===== config.mk =====
export PLATFORM = sky130hd
export DESIGN_NAME = divsub_unit_flat
export DESIGN_NICKNAME = d
export VERILOG_FILES = /design/src/rtl/divsub_unit_if.sv /design/src/rtl/divsub_unit.sv /design/src/flat_wrapper.sv
export SDC_FILE = /design/constraint.sdc
export NUM_CORES = 1
export LEC_CHECK = 0
export BUFFER_PORTS_ARGS = -buffer_cell sky130_fd_sc_hd__buf_2
export CORE_MARGIN = 1
export CORE_UTILIZATION = 35
export DETAILED_ROUTE_END_ITERATION = 7
export PLACE_DENSITY_LB_ADDON = 0.08
export SLEW_MARGIN = 20
export SYNTH_ARGS = -nofsm -noshare
export SYNTH_HDL_FRONTEND = slang
export SYNTH_SLANG_ARGS = --single-unit

===== constraint.sdc =====
create_clock -name i_w_clk -period 2.5 [get_ports i_w_clk]
set_clock_uncertainty 0.15 [all_clocks]
set_input_delay 0 -clock i_w_clk [delete_from_list [all_inputs] [get_ports i_w_clk]]
set_output_delay 0 -clock i_w_clk [all_outputs]
set_load 0.03 [all_outputs]

===== src/rtl/divsub_unit_if.sv =====
// Request/response bundle for divsub_unit: operands and start in, result and
// status out. master drives requests, slave is the arithmetic unit.
interface divsub_unit_if #(
    parameter int p_width = 4
);
    logic                   i_w_start;
    logic                   i_w_sel;
    logic [p_width-1:0]     i_w_a;
    logic [p_width-1:0]     i_w_b;
    logic [2*p_width-1:0]   o_w_out;
    logic                   o_w_busy;
    logic                   o_w_done;
    logic                   o_w_div0;

    modport master (
        output i_w_start,
        output i_w_sel,
        output i_w_a,
        output i_w_b,
        input  o_w_out,
        input  o_w_busy,
        input  o_w_done,
        input  o_w_div0
    );

    modport slave (
        input  i_w_start,
        input  i_w_sel,
        input  i_w_a,
        input  i_w_b,
        output o_w_out,
        output o_w_busy,
        output o_w_done,
        output o_w_div0
    );
endinterface


===== src/rtl/divsub_unit.sv =====
// Subtract / restoring-divide unit with start-busy-done framing.
// Optional DIVSUB_EARLY_OUT_EN: divide with a < b finishes without DIV steps.
module divsub_unit #(
    parameter int p_width = 4
) (
    input  logic         i_w_clk,
    input  logic         i_w_reset,
    divsub_unit_if.slave bus
);
    localparam int CW = $clog2(p_width + 1);
    localparam int OW = 2 * p_width;

    typedef enum logic [1:0] {
        ST_IDLE,
        ST_DIV,
        ST_DONE
    } state_t;

    state_t             state_q, state_d;
    logic [p_width:0]   rem_q, rem_d;
    logic [p_width-1:0] quo_q, quo_d;
    logic [p_width-1:0] dvs_q, dvs_d;
    logic [CW-1:0]      cnt_q, cnt_d;
    logic [OW-1:0]      out_q, out_d;
    logic               div0_q, div0_d;

    logic [p_width:0]   sub_diff;
    logic [p_width+1:0] shl;
    logic [p_width+1:0] trial;
    logic               trial_ok;
    logic               is_sub;
    logic               is_div0;
    logic               is_early;
    logic               is_div;

    // Borrow lands in bit p_width of the widened difference.
    assign sub_diff = {1'b0, bus.i_w_a} - {1'b0, bus.i_w_b};

    assign shl      = {rem_q, quo_q[p_width-1]};
    assign trial    = shl - {2'b00, dvs_q};
    assign trial_ok = ~trial[p_width+1];

    assign is_sub  = ~bus.i_w_sel;
    assign is_div0 = bus.i_w_sel & (bus.i_w_b == '0);
`ifdef DIVSUB_EARLY_OUT_EN
    assign is_early = bus.i_w_sel & (bus.i_w_b != '0)
                    & (bus.i_w_a < bus.i_w_b);
`else
    assign is_early = 1'b0;
`endif
    assign is_div = bus.i_w_sel & (bus.i_w_b != '0) & ~is_early;

    always_comb begin
        state_d = state_q;
        rem_d   = rem_q;
        quo_d   = quo_q;
        dvs_d   = dvs_q;
        cnt_d   = cnt_q;
        out_d   = out_q;
        div0_d  = div0_q;
        unique case (state_q)
            ST_IDLE: begin
                if (bus.i_w_start) begin
                    dvs_d = bus.i_w_b;
                    unique case (1'b1)
                        is_sub: begin
                            state_d = ST_DONE;
                            out_d   = OW'(sub_diff);
                            div0_d  = 1'b0;
                        end
                        is_div0: begin
                            state_d = ST_DONE;
                            out_d   = {bus.i_w_a, {p_width{1'b1}}};
                            div0_d  = 1'b1;
                        end
                        is_early: begin
                            state_d = ST_DONE;
                            out_d   = {bus.i_w_a, {p_width{1'b0}}};
                            div0_d  = 1'b0;
                        end
                        is_div: begin
                            state_d = ST_DIV;
                            rem_d   = '0;
                            quo_d   = bus.i_w_a;
                            cnt_d   = CW'(p_width);
                        end
                        default: ;
                    endcase
                end
            end
            ST_DIV: begin
                rem_d = trial_ok ? trial[p_width:0] : shl[p_width:0];
                quo_d = {quo_q[p_width-2:0], trial_ok};
                cnt_d = cnt_q - CW'(1);
                // Final step publishes the freshly computed pair.
                if (cnt_q == CW'(1)) begin
                    state_d = ST_DONE;
                    out_d   = {rem_d[p_width-1:0], quo_d};
                    div0_d  = 1'b0;
                end
            end
            ST_DONE: begin
                state_d = ST_IDLE;
            end
            default: begin
                state_d = ST_IDLE;
            end
        endcase
    end

    always_ff @(posedge i_w_clk) begin
        if (i_w_reset) begin
            state_q <= ST_IDLE;
            rem_q   <= '0;
            quo_q   <= '0;
            dvs_q   <= '0;
            cnt_q   <= '0;
            out_q   <= '0;
            div0_q  <= 1'b0;
        end else begin
            state_q <= state_d;
            rem_q   <= rem_d;
            quo_q   <= quo_d;
            dvs_q   <= dvs_d;
            cnt_q   <= cnt_d;
            out_q   <= out_d;
            div0_q  <= div0_d;
        end
    end

    assign bus.o_w_out  = out_q;
    assign bus.o_w_div0 = div0_q;
    assign bus.o_w_busy = (state_q != ST_IDLE);
    assign bus.o_w_done = (state_q == ST_DONE);
endmodule


===== src/flat_wrapper.sv =====
// flat-port wrapper written by rule: the top's interface ports become plain ports
module divsub_unit_flat 
#(
    parameter int p_width = 4
)
  (i_w_clk, i_w_reset, bus_i_w_start, bus_i_w_sel, bus_i_w_a, bus_i_w_b, bus_o_w_out, bus_o_w_busy, bus_o_w_done, bus_o_w_div0);
  divsub_unit_if #(.p_width(p_width)) bus_i ();
  input  logic i_w_clk;
  input  logic i_w_reset;
  input wire logic [$bits(bus_i.i_w_start)-1:0] bus_i_w_start;
  input wire logic [$bits(bus_i.i_w_sel)-1:0] bus_i_w_sel;
  input wire logic [$bits(bus_i.i_w_a)-1:0] bus_i_w_a;
  input wire logic [$bits(bus_i.i_w_b)-1:0] bus_i_w_b;
  output wire logic [$bits(bus_i.o_w_out)-1:0] bus_o_w_out;
  output wire logic [$bits(bus_i.o_w_busy)-1:0] bus_o_w_busy;
  output wire logic [$bits(bus_i.o_w_done)-1:0] bus_o_w_done;
  output wire logic [$bits(bus_i.o_w_div0)-1:0] bus_o_w_div0;
  assign bus_i.i_w_start = bus_i_w_start;
  assign bus_i.i_w_sel = bus_i_w_sel;
  assign bus_i.i_w_a = bus_i_w_a;
  assign bus_i.i_w_b = bus_i_w_b;
  assign bus_o_w_out = bus_i.o_w_out;
  assign bus_o_w_busy = bus_i.o_w_busy;
  assign bus_o_w_done = bus_i.o_w_done;
  assign bus_o_w_div0 = bus_i.o_w_div0;
  divsub_unit #(.p_width(p_width)) u_core (.i_w_clk(i_w_clk), .i_w_reset(i_w_reset), .bus(bus_i));
endmodule

==> impl_metrics.yaml <==
drt:
  avgRoutedWirePerCell_um: 14.4
  post-route-drc-count: 0
  dr.pass1.iters: 4
  drt-total-wl_mm: 3.96
  vias_per_cell: 5.34
  num_vias: 1469
  detail-route-antenna-nets: 0
  drt-initial-drc-count: 28
die:
  die_height_um: 69.7
  die_width_um: 69.7
  rows: 24
  dieArea_um2: 4850
  coreArea_um2: 4380
  io_pins: 23
  start_util_pct: 36.6
timing:
  worst_hold_slack_ns: 0.0272
  tightest_slew_ns: 0.571
  rsz0062_at_grt: "no"
  final_max_slew_viol_count: 0
  min_period_over_period_pct: 91.9
  setup_viol: 0
  timing.setup.tns_ns: 0
  slew_headroom_pct: 61.9
  worst_slack_ns: 0.203
  fmaxAchievable_mhz: 435
  min_period_ns: 2.30
  hold_viol_final: 0
global_routing:
  grt_max_degree: 29
  antenna_found_initial: 0
  gr-total-overflow: 0
  grt_usage_pct: 17.9
  grt_use_met2_pct: 32.0
  grt_pass1_wl_mm: 6.94
  busiest_layer: "met2"
  use_met3_pct: 2.33
  use_met1_pct: 21.8
  grt_pass1_vias: 1481
worst_setup_path:
  worstPathMaxFanout: 5
  crit_path_start_kind: "flip-flop"
  critPathTopFamily: "compound AO/OA/AOI/OAI gates"
  reg2reg_depth: 7
  crit_slowest_cell: "mux2_2"
  cp.arrival_ns: 2.34
  path_buf_inv: 1
  worstSetupPathDepth: 7
  regToRegSetupSlack_ns: 0.20
  max_stage_delay_ns: 0.40
  end_kind: "flip-flop"
  crit_required_ns: 2.54
  crit_path_cell_trace: "inv_1, ha_1, nor2b_1, o31a_1, o211ai_1, mux2_2, a311oi_2"
  critPathKind: "flip-flop to flip-flop"
pwr:
  leakagePower_uw: 0.000776
  power_density_nw_per_um2: 583
  vdd_drop_max_mv: 0.224
job:
  maxCapViolCount: 0
hold_path:
  hold_depth: 4
  worstHoldPathType: "input port to flip-flop"
layout:
  final_cell_mix: "33 x nor2_1, 27 x dfxtp_1, 22 x buf_2, 17 x nand2_1, 14 x inv_1"
  drive_above_1_share_pct: 17.5
  multi_input_area_um2: 967
  final_cells: 275
  area_delta_synth_final_pct: 18.6
  fillers: 455
  n_antenna_cell: 0
  final_common_cell: "nor2_1"
  regArea_um2: 541
  nNetsFinal: 248
clock_network:
  numCtsBuffers: 3
  cts-htree-levels: 1
  cts_tree: "built"
  cts-root-buf: "clkbuf_8"
  clk_pin_slew_ns: 0.09
  worstSkewPairLatency_ns: 0.27
  cts_sinks: 27
  clk_path_buf_depth: 2
synth:
  synth_xor_area_share_pct: 1.64
  synth_cell_types: 41
  synth_area_um2: 1600
  synth-seq-cells: 27
  ys_seq_area_share_pct: 33.7
  synth-adder-area-share_pct: 10.3
  syn_avg_cell_area_um2: 8.30
  synth_compound_area_share_pct: 23.7
  syn_nets: 217
  synthMuxAreaShare_pct: 3.28
  yosys.area_share.simple_pct: 21.5
  yosysWarnings: 0
  syn-instance-count: 193
  synth_top_family_by_area: "compound AO/OA/AOI/OAI gates"
place:
  dp_hpwl_mm: 3.07
  dp.cells: 261
  io_buffer_count: 22
  dpl_worst_slack_ns: 0.154
  gp_congestion: 0.805
run_status:
  outcome: "finished, final reports clean"
## synth_stat cells
master      n  share of area, %
nor2_1     33               7.7
dfxtp_1    27                34
nand2_1    17               4.0
inv_1      14               3.3
a311oi_1   11               6.0
a21oi_1    10               3.1
ha_1       10               7.8
clkbuf_1    6               1.4
o21ai_0     6               1.9
a211oi_1    5               2.3
nor2b_1     5               2.0
nand3_1     4               1.2
mux2i_1     3               1.9
nand2b_1    3               1.2
nor3_1      3              0.94
o2111ai_1   3               1.6
a311oi_2    2               1.9
fa_1        2               2.5
mux2_2      2               1.4
o211ai_1    2              0.94
o21a_1      2              0.94
or2_2       2              0.78
or3b_2      2               1.1
xor2_1      2               1.1
a21o_1      1              0.47
a21oi_4     1               1.0
and2_1      1              0.39
and4_1      1              0.55
buf_1       1              0.23
buf_2       1              0.31
buf_6       1              0.70
nand3b_1    1              0.47
nor3b_1     1              0.47
o211a_1     1              0.62
o21bai_1    1              0.47
o22a_1      1              0.55
o31a_1      1              0.55
o32ai_1     1              0.55
o41a_1      1              0.70
or3b_4      1              0.70
xnor2_1     1              0.55
## registers in the layout (all words and copies together), names as in the netlist
name and flops:
u_core.bus.o_w_out 8, u_core.rem_q 5, u_core.dvs_q 4, u_core.quo_q 4, u_core.cnt_q 3, u_core.state_q 2
u_core.bus.o_w_div0 1
## routing by layer
layer / share of wire (%) / up-vias
met3: 1.4 / 7
met2: 52 / 13
li1: - / 742
met4: 1.6 / 0
met5: 0 / -
met1: 45 / 707
## path summary, 6_finish.rpt
path,to,from
worst max-delay path,u_core.bus.o_w_out[6]$_SDFFE_PP0P_,u_core.dvs_q[1]$_SDFFE_PP0P_
worst min-delay path,u_core.rem_q[3]$_SDFFE_PP0P_,bus_i_w_start
worst min register to register,u_core.bus.o_w_out[0]$_SDFFE_PP0P_,u_core.bus.o_w_out[0]$_SDFFE_PP0P_
worst max register to register,u_core.bus.o_w_out[6]$_SDFFE_PP0P_,u_core.dvs_q[1]$_SDFFE_PP0P_
## worst min-delay path, cell delays in order
cell     delay, ns
buf_2         0.10
a21oi_1       0.08
o21ai_0       0.16
a21oi_1       0.07
## cell families after synthesis
kind of cell               after synthesis
buffers and inverters                   23
and+or+nand+nor                         74
xor gates and xnor gates                 3
muxes                                    5
AOI/OAI and AO/OA                       49
adders and majority gates               12
DFF                                     27
## cell type report
class / instances / area share [%]
Clock buffer: 4 / 2.37
Tap cell: 52 / 3.42
Sequential cell: 27 / 28.4
Timing Repair Buffer: 35 / 12.1
Multi-Input combinational cell: 143 / 50.9
Inverter: 14 / 2.76
## through the flow
stage / instance area, um^2 / utilization, % / total power [uW]
global placement: 1760 / 40.1 / 837
finish: 1900 / 43.4 / 1110
floorplan: 1600 / - / 759
global route: 1900 / 43.4 / 1190
detailed placement: 1760 / 40.1 / 848
CTS: 1890 / 43.2 / 1110
## what timing repair did
action                                  4_1_cts  5_1_grt
buffers inserted                              0        1
endpoints found under the hold margin        12        0
resized for setup                             0        0
endpoints found under the setup margin        0        1
hold buffers                                  9        0
## where the power goes
group / internal, uW / switching [uW]
Clock: 114 / 137
Combinational: 153 / 209
Sequential: 468 / 26.9
Power figures use the tool's default switching activity.
